<file path="config.mk">
export PLATFORM = sky130hd
export DESIGN_NAME = sc_mat_add_avmm_master
export DESIGN_NICKNAME = d
export VERILOG_FILES = /design/src/rtl/sc_mat_pkg.sv /design/src/rtl/sc_avmm_watchdog.sv /design/src/rtl/sc_mat_add_avmm_master.sv
export SDC_FILE = /design/constraint.sdc
export NUM_CORES = 2
export LEC_CHECK = 0
export BUFFER_PORTS_ARGS = -buffer_cell sky130_fd_sc_hd__buf_2
export CAP_MARGIN = 10
export CORE_AREA = 2 2 662 664
export DETAILED_ROUTE_END_ITERATION = 8
export DIE_AREA = 0 0 664 666
export GPL_ROUTABILITY_DRIVEN = 0
export GPL_TIMING_DRIVEN = 0
export SYNTH_ARGS = -nofsm -noshare
export SYNTH_HDL_FRONTEND = slang
export SYNTH_SLANG_ARGS = --single-unit
</file>
<file path="constraint.sdc">
create_clock -name clk -period 27.3 [get_ports clk]
set_input_delay 5.46 -clock clk [delete_from_list [all_inputs] [get_ports clk]]
set_output_delay 5.46 -clock clk [all_outputs]
set_load 0.05 [all_outputs]
</file>
<file path="src/rtl/sc_mat_pkg.sv">
// Shared types and constants for the complex matrix-add Avalon-MM host driver.
// Sizes, byte-enable patterns, FSM states and the matrix word-count helper.
package sc_mat_pkg;

    localparam int AVMM_ADDR_W = 23;
    localparam int AVMM_DATA_W = 64;

    localparam logic [7:0] BE_LO  = 8'h0F;
    localparam logic [7:0] BE_HI  = 8'hF0;
    localparam logic [7:0] BE_ALL = 8'hFF;

    typedef enum logic [2:0] {
        IDLE,
        WR_LO,
        WR_HI,
        TRIG,
        BUSY,
        RD,
        DONE
    } state_t;

    // Real and imaginary 64-bit words of an n x n complex matrix.
    function automatic int word_count(input int n);
        return 2 * n * n;
    endfunction

endpackage

</file>
<file path="src/rtl/sc_avmm_watchdog.sv">
// Loadable down-counter that pulses expire on the last counted cycle.
// Bounds the trigger acknowledge and busy window of the accelerator.
module sc_avmm_watchdog #(
    parameter int CNT_W = 11
) (
    input  logic             clk,
    input  logic             reset,
    input  logic             clr,
    input  logic             load,
    input  logic             en,
    input  logic [CNT_W-1:0] load_val,
    output logic             expire
);

    logic [CNT_W-1:0] cnt;

    always_ff @(posedge clk) begin
        if (reset || clr) begin
            cnt <= '0;
        end else if (load) begin
            cnt <= load_val;
        end else if (en && cnt != '0) begin
            cnt <= cnt - CNT_W'(1);
        end
    end

    assign expire = en && (cnt == CNT_W'(1));

endmodule

</file>
<file path="src/rtl/sc_mat_add_avmm_master.sv">
// Avalon-MM host driver: writes A and B as half-word beats, triggers the
// matrix-add slave, waits out its busy window and reads C back.
module sc_mat_add_avmm_master
    import sc_mat_pkg::*;
#(
    parameter int mat_num_row    = 2,
    parameter int timeout_cycles = 1024
) (
    input  logic                                  clk,
    input  logic                                  reset,
    input  logic                                  start,
    input  logic [64*word_count(mat_num_row)-1:0] mat_a,
    input  logic [64*word_count(mat_num_row)-1:0] mat_b,
    output logic [64*word_count(mat_num_row)-1:0] mat_c,
    output logic                                  busy,
    output logic                                  done,
    output logic                                  timeout_err,
    output logic [AVMM_ADDR_W-1:0]                address,
    output logic [AVMM_DATA_W-1:0]                writedata,
    output logic                                  write,
    output logic                                  read,
    output logic [7:0]                            byteenable,
    input  logic [AVMM_DATA_W-1:0]                readdata,
    input  logic                                  waitrequest
);

    localparam int W  = word_count(mat_num_row);
    localparam int KW = $clog2(2 * W);
    localparam int RW = $clog2(W);
    localparam int TW = $clog2(timeout_cycles + 1);
    localparam logic [AVMM_ADDR_W-1:0] TRIG_ADDR = AVMM_ADDR_W'(2 * W);

    state_t                 state, state_nxt;
    logic [KW-1:0]          k, k_nxt;
    logic [AVMM_DATA_W-1:0] ops [2*W];
    logic [AVMM_DATA_W-1:0] c_q [W];
    logic                   wd_load, wd_en, wd_clr, wd_expire;

    always_ff @(posedge clk) begin
        if (reset) begin
            state <= IDLE;
            k     <= '0;
        end else begin
            state <= state_nxt;
            k     <= k_nxt;
        end
    end

    // Operand words 0..W-1 are A, W..2W-1 are B, matching the slave map.
    always_ff @(posedge clk) begin
        if (reset) begin
            for (int j = 0; j < 2 * W; j++) ops[j] <= '0;
        end else if (state == IDLE && start) begin
            for (int j = 0; j < W; j++) begin
                ops[j]     <= mat_a[64*j +: 64];
                ops[W + j] <= mat_b[64*j +: 64];
            end
        end
    end

    always_ff @(posedge clk) begin
        if (reset) begin
            for (int j = 0; j < W; j++) c_q[j] <= '0;
        end else if (state == RD) begin
            c_q[k[RW-1:0]] <= readdata;
        end
    end

    for (genvar j = 0; j < W; j++) begin : g_c
        assign mat_c[64*j +: 64] = c_q[j];
    end

    assign wd_en  = (state == TRIG) || (state == BUSY);
    assign wd_clr = (state == IDLE);

    sc_avmm_watchdog #(
        .CNT_W(TW)
    ) u_wd (
        .clk      (clk),
        .reset    (reset),
        .clr      (wd_clr),
        .load     (wd_load),
        .en       (wd_en),
        .load_val (TW'(timeout_cycles)),
        .expire   (wd_expire)
    );

    always_comb begin
        state_nxt   = state;
        k_nxt       = k;
        address     = '0;
        writedata   = '0;
        write       = 1'b0;
        read        = 1'b0;
        byteenable  = '0;
        busy        = 1'b0;
        done        = 1'b0;
        timeout_err = 1'b0;
        wd_load     = 1'b0;
        unique case (state)
            IDLE: begin
                if (start) begin
                    state_nxt = WR_LO;
                    k_nxt     = '0;
                end
            end
            WR_LO: begin
                busy       = 1'b1;
                address    = AVMM_ADDR_W'(k);
                writedata  = ops[k];
                byteenable = BE_LO;
                write      = 1'b1;
                if (!waitrequest) state_nxt = WR_HI;
            end
            WR_HI: begin
                busy       = 1'b1;
                address    = AVMM_ADDR_W'(k);
                writedata  = ops[k];
                byteenable = BE_HI;
                write      = 1'b1;
                if (!waitrequest) begin
                    if (k == KW'(2 * W - 1)) begin
                        state_nxt = TRIG;
                        k_nxt     = '0;
                        wd_load   = 1'b1;
                    end else begin
                        state_nxt = WR_LO;
                        k_nxt     = k + KW'(1);
                    end
                end
            end
            TRIG: begin
                busy    = 1'b1;
                address = TRIG_ADDR;
                // The slave registers its stall, so the ack lags by a cycle.
                if (waitrequest) begin
                    state_nxt = BUSY;
                    wd_load   = 1'b1;
                end else if (wd_expire) begin
                    timeout_err = 1'b1;
                    state_nxt   = IDLE;
                end
            end
            BUSY: begin
                busy = 1'b1;
                if (!waitrequest) begin
                    state_nxt = RD;
                    k_nxt     = '0;
                end else if (wd_expire) begin
                    timeout_err = 1'b1;
                    state_nxt   = IDLE;
                end
            end
            RD: begin
                busy       = 1'b1;
                address    = AVMM_ADDR_W'(k);
                read       = 1'b1;
                byteenable = BE_ALL;
                if (k == KW'(W - 1)) begin
                    state_nxt = DONE;
                    k_nxt     = '0;
                end else begin
                    k_nxt = k + KW'(1);
                end
            end
            DONE: begin
                done      = 1'b1;
                state_nxt = IDLE;
            end
            default: begin
                state_nxt = IDLE;
            end
        endcase
    end

endmodule

</file>
==> flow_summary.yaml <==
place:
  place_inst: 11510
  portBuffers: 1683
  placedInstanceArea_um2: 81410
  hpwl_mm: 338.8
  place_ws_ns: 14.80
grt:
  grt_usage_pct: 17.90
  grt_pass1_wl_mm: 503.4
  grt_start_max_net_pins: 139
  antenna_found_initial: 261
  first_global_vias: 44310
  overflow: 0
sta:
  rsz0062_at_grt: "no"
  hold_viol_final: 0
  finalMaxSlewViolations: 0
  timing.final.crit_share_pct: 45.61
  clock.fmax_mhz: 80.30
  layout_min_cycle_time_ns: 12.45
  tightest_slew_ns: 1.362
  finalSetupViolations: 0
  finalSetupTns_ns: 0
  setup_slack_ns: 14.85
  slew_headroom_pct: 9.223
  holdWs_ns: 0.4793
  finClkSkew_ns: 0.05858
worst_setup_path:
  crit_path_cell_trace: "clkbuf_1, inv_1, and2_1, a31oi_1, nor2_1, buf_2"
  cpPeakStageDelay_ns: 0.49
  crit_type: "in2out"
  slowest_stage: "buf_2"
  arrival_ns: 6.99
  start_kind: "input pin"
  worstPathMaxFanout: 10
  end_kind: "output pin"
  critical_path_required_ns: 21.84
synth:
  ys_seq_area_share_pct: 69.30
  postSynthCellCount: 4004
  netlist_area_um2: 64420
  synth-edff-count: 1344
  synth.avg_cell_area_um2: 16.09
  ys_seq_elements: 1558
  synth_ff_type: "edfxtp_1"
  synth_area_leaders: "edfxtp_1 63%, and2_1 13%, mux4_2 8.9%"
  yosys.area.top_type: "edfxtp_1"
  synth_top_area_share_pct: 62.65
  synthDistinctLibCells: 66
  ys.warnings.count: 0
  async_reset_ff_share_pct: 0
final_layout:
  layout_common_cells: "1787 x buf_2, 1346 x and2_1, 1344 x edfxtp_1, 255 x mux4_2, 230 x a22o_1"
  fin_cells: 12060
  utilization_pct: 20.23
  fin_nets: 7040
  drive_gt1_share_pct: 40.90
  fin_area_um2: 88190
  layout.cells.most_common: "buf_2"
  syn_to_final_growth_pct: 36.89
power_and_ir_drop:
  switching_power_mw: 2.430
  combPwrFrac_pct: 21.7
  power_leakage_nw: 34.65
  power_density_nw_per_um2: 84.24
  internal_power_mw: 4.998
  p_clk_share_pct: 35.3
  irDropWorstVdd_mv: 0.06735
  seq_power_share_pct: 43.1
  finalPower_mw: 7.429
  sw_frac_of_total_pct: 32.72
flow_run:
  drv_cap: 0
routing:
  vias: 45800
  ant_nets: 0
  drcViolationCount: 0
  vias_per_cell: 3.797
  dr.pass1.iters: 6
  wirelength_mm: 412.7
  avgRoutedWirePerCell_um: 34.21
  drt_iter0_markers: 5098
floorplan:
  start_util_pct: 14.78
  dieWidth_um: 664
  ioPinCount: 1704
  die_height_um: 666
  die_area_um2: 442200
  rows: 243
  core-area_um2: 436000
cts:
  cts_tree: "built"
  cts_buffers: 186
  clk_latency_ns: 0.91
  clk_pin_slew_worst_paths_ns: 0.05
  htreeDepth: 4
  cts_buffer_depth: 4
  cts_resized: 0
  cts_setup_buffers: 0
  clkSinkCount: 1558
  hold_buffers: 0
  clk_root_buffer_cell: "clkbuf_16"
status:
  status: "finished clean"
hold_path:
  hold_path.class: "reg2reg"
[cells by family (layout without fill, tap and decap cells)]
group | Yosys count | count (layout) | share of synthesized area, %
compound gates | 372 | 372 | 4.824
xor+xnor | 2 | 2 | 0.05633
fa+ha+maj | 4 | 4 | 0.07769
buf+inv | 316 | 2391 | 2.325
flops | 1558 | 1558 | 69.30
mux | 259 | 259 | 8.977
other cells | 1 | 228 | 0.005821
simple gates | 1492 | 1492 | 14.44
[cell usage after synthesis (4+ instances only)]
| cell | count |
|---|---|
| nand3_1 | 13 |
| mux4_2 | 255 |
| buf_4 | 39 |
| ha_1 | 4 |
| a22o_1 | 230 |
| inv_1 | 9 |
| a221o_1 | 39 |
| nand2b_1 | 11 |
| clkbuf_1 | 159 |
| edfxtp_1 | 1344 |
| buf_6 | 5 |
| buf_2 | 102 |
| o21ai_0 | 18 |
| or4_1 | 6 |
| nor2b_1 | 8 |
| and2_1 | 1346 |
| or3_1 | 6 |
| a22oi_1 | 43 |
| dfxtp_1 | 214 |
| nand2_1 | 42 |
| nor2_1 | 18 |
| mux2i_1 | 4 |
| a21oi_1 | 15 |
[registers in the layout, summed over array words and instances, names as in the netlist, named ones only]
register  cells
u_wd.cnt     11
ops        1024
k             4
state         3
c_q         512
[routing by layer]
layer,share of wire [%],track usage (%)
met1,32,17.32
met2,56,35.34
met3,7.3,4.511
met4,4.8,7.788
met5,0.12,0
[power groups by stage]
stage	combinational [mW]	sequential, mW	clock [mW]
finish	1.61	3.20	2.62
global route	1.70	3.22	2.75
CTS	1.68	3.20	2.67
detailed placement	1.68	3.24	0
global placement	1.62	3.52	0
floorplan	0.676	3.43	0
[final timing paths]
kind / endpoint / cells after the start / slack [ns] / startpoint
max: timeout_err / 6 / 14.85 / waitrequest
min: ops[11][6] / 1 / 0.48 / ops[11][6]
max reg2reg: ops[13][8] / 8 / 22.42 / state[2]
min reg2reg: ops[11][6] / 1 / 0.48 / ops[11][6]
[worst max-delay path, delay by kind of cell]
kind,cells,cell delay [ns]
buffers and inverters,3,0.93
AO/OA/AOI/OAI,1,0.05
AND/OR/NAND/NOR,2,0.49
[cell type report]
type                    instances  area [µm²]
fillers                     47050      347800
flip-flops and latches       1558       44640
multi-input cells            2147       18450
repair buffers               1735        9549
well taps                    5757        7203
clock buffers                 224        4964
plain buffers                 307        1519
clock inverters               116        1289
diodes                        210       525.5
inverters                       9       41.29
No activity file was read; power rests on OpenSTA's default activity.
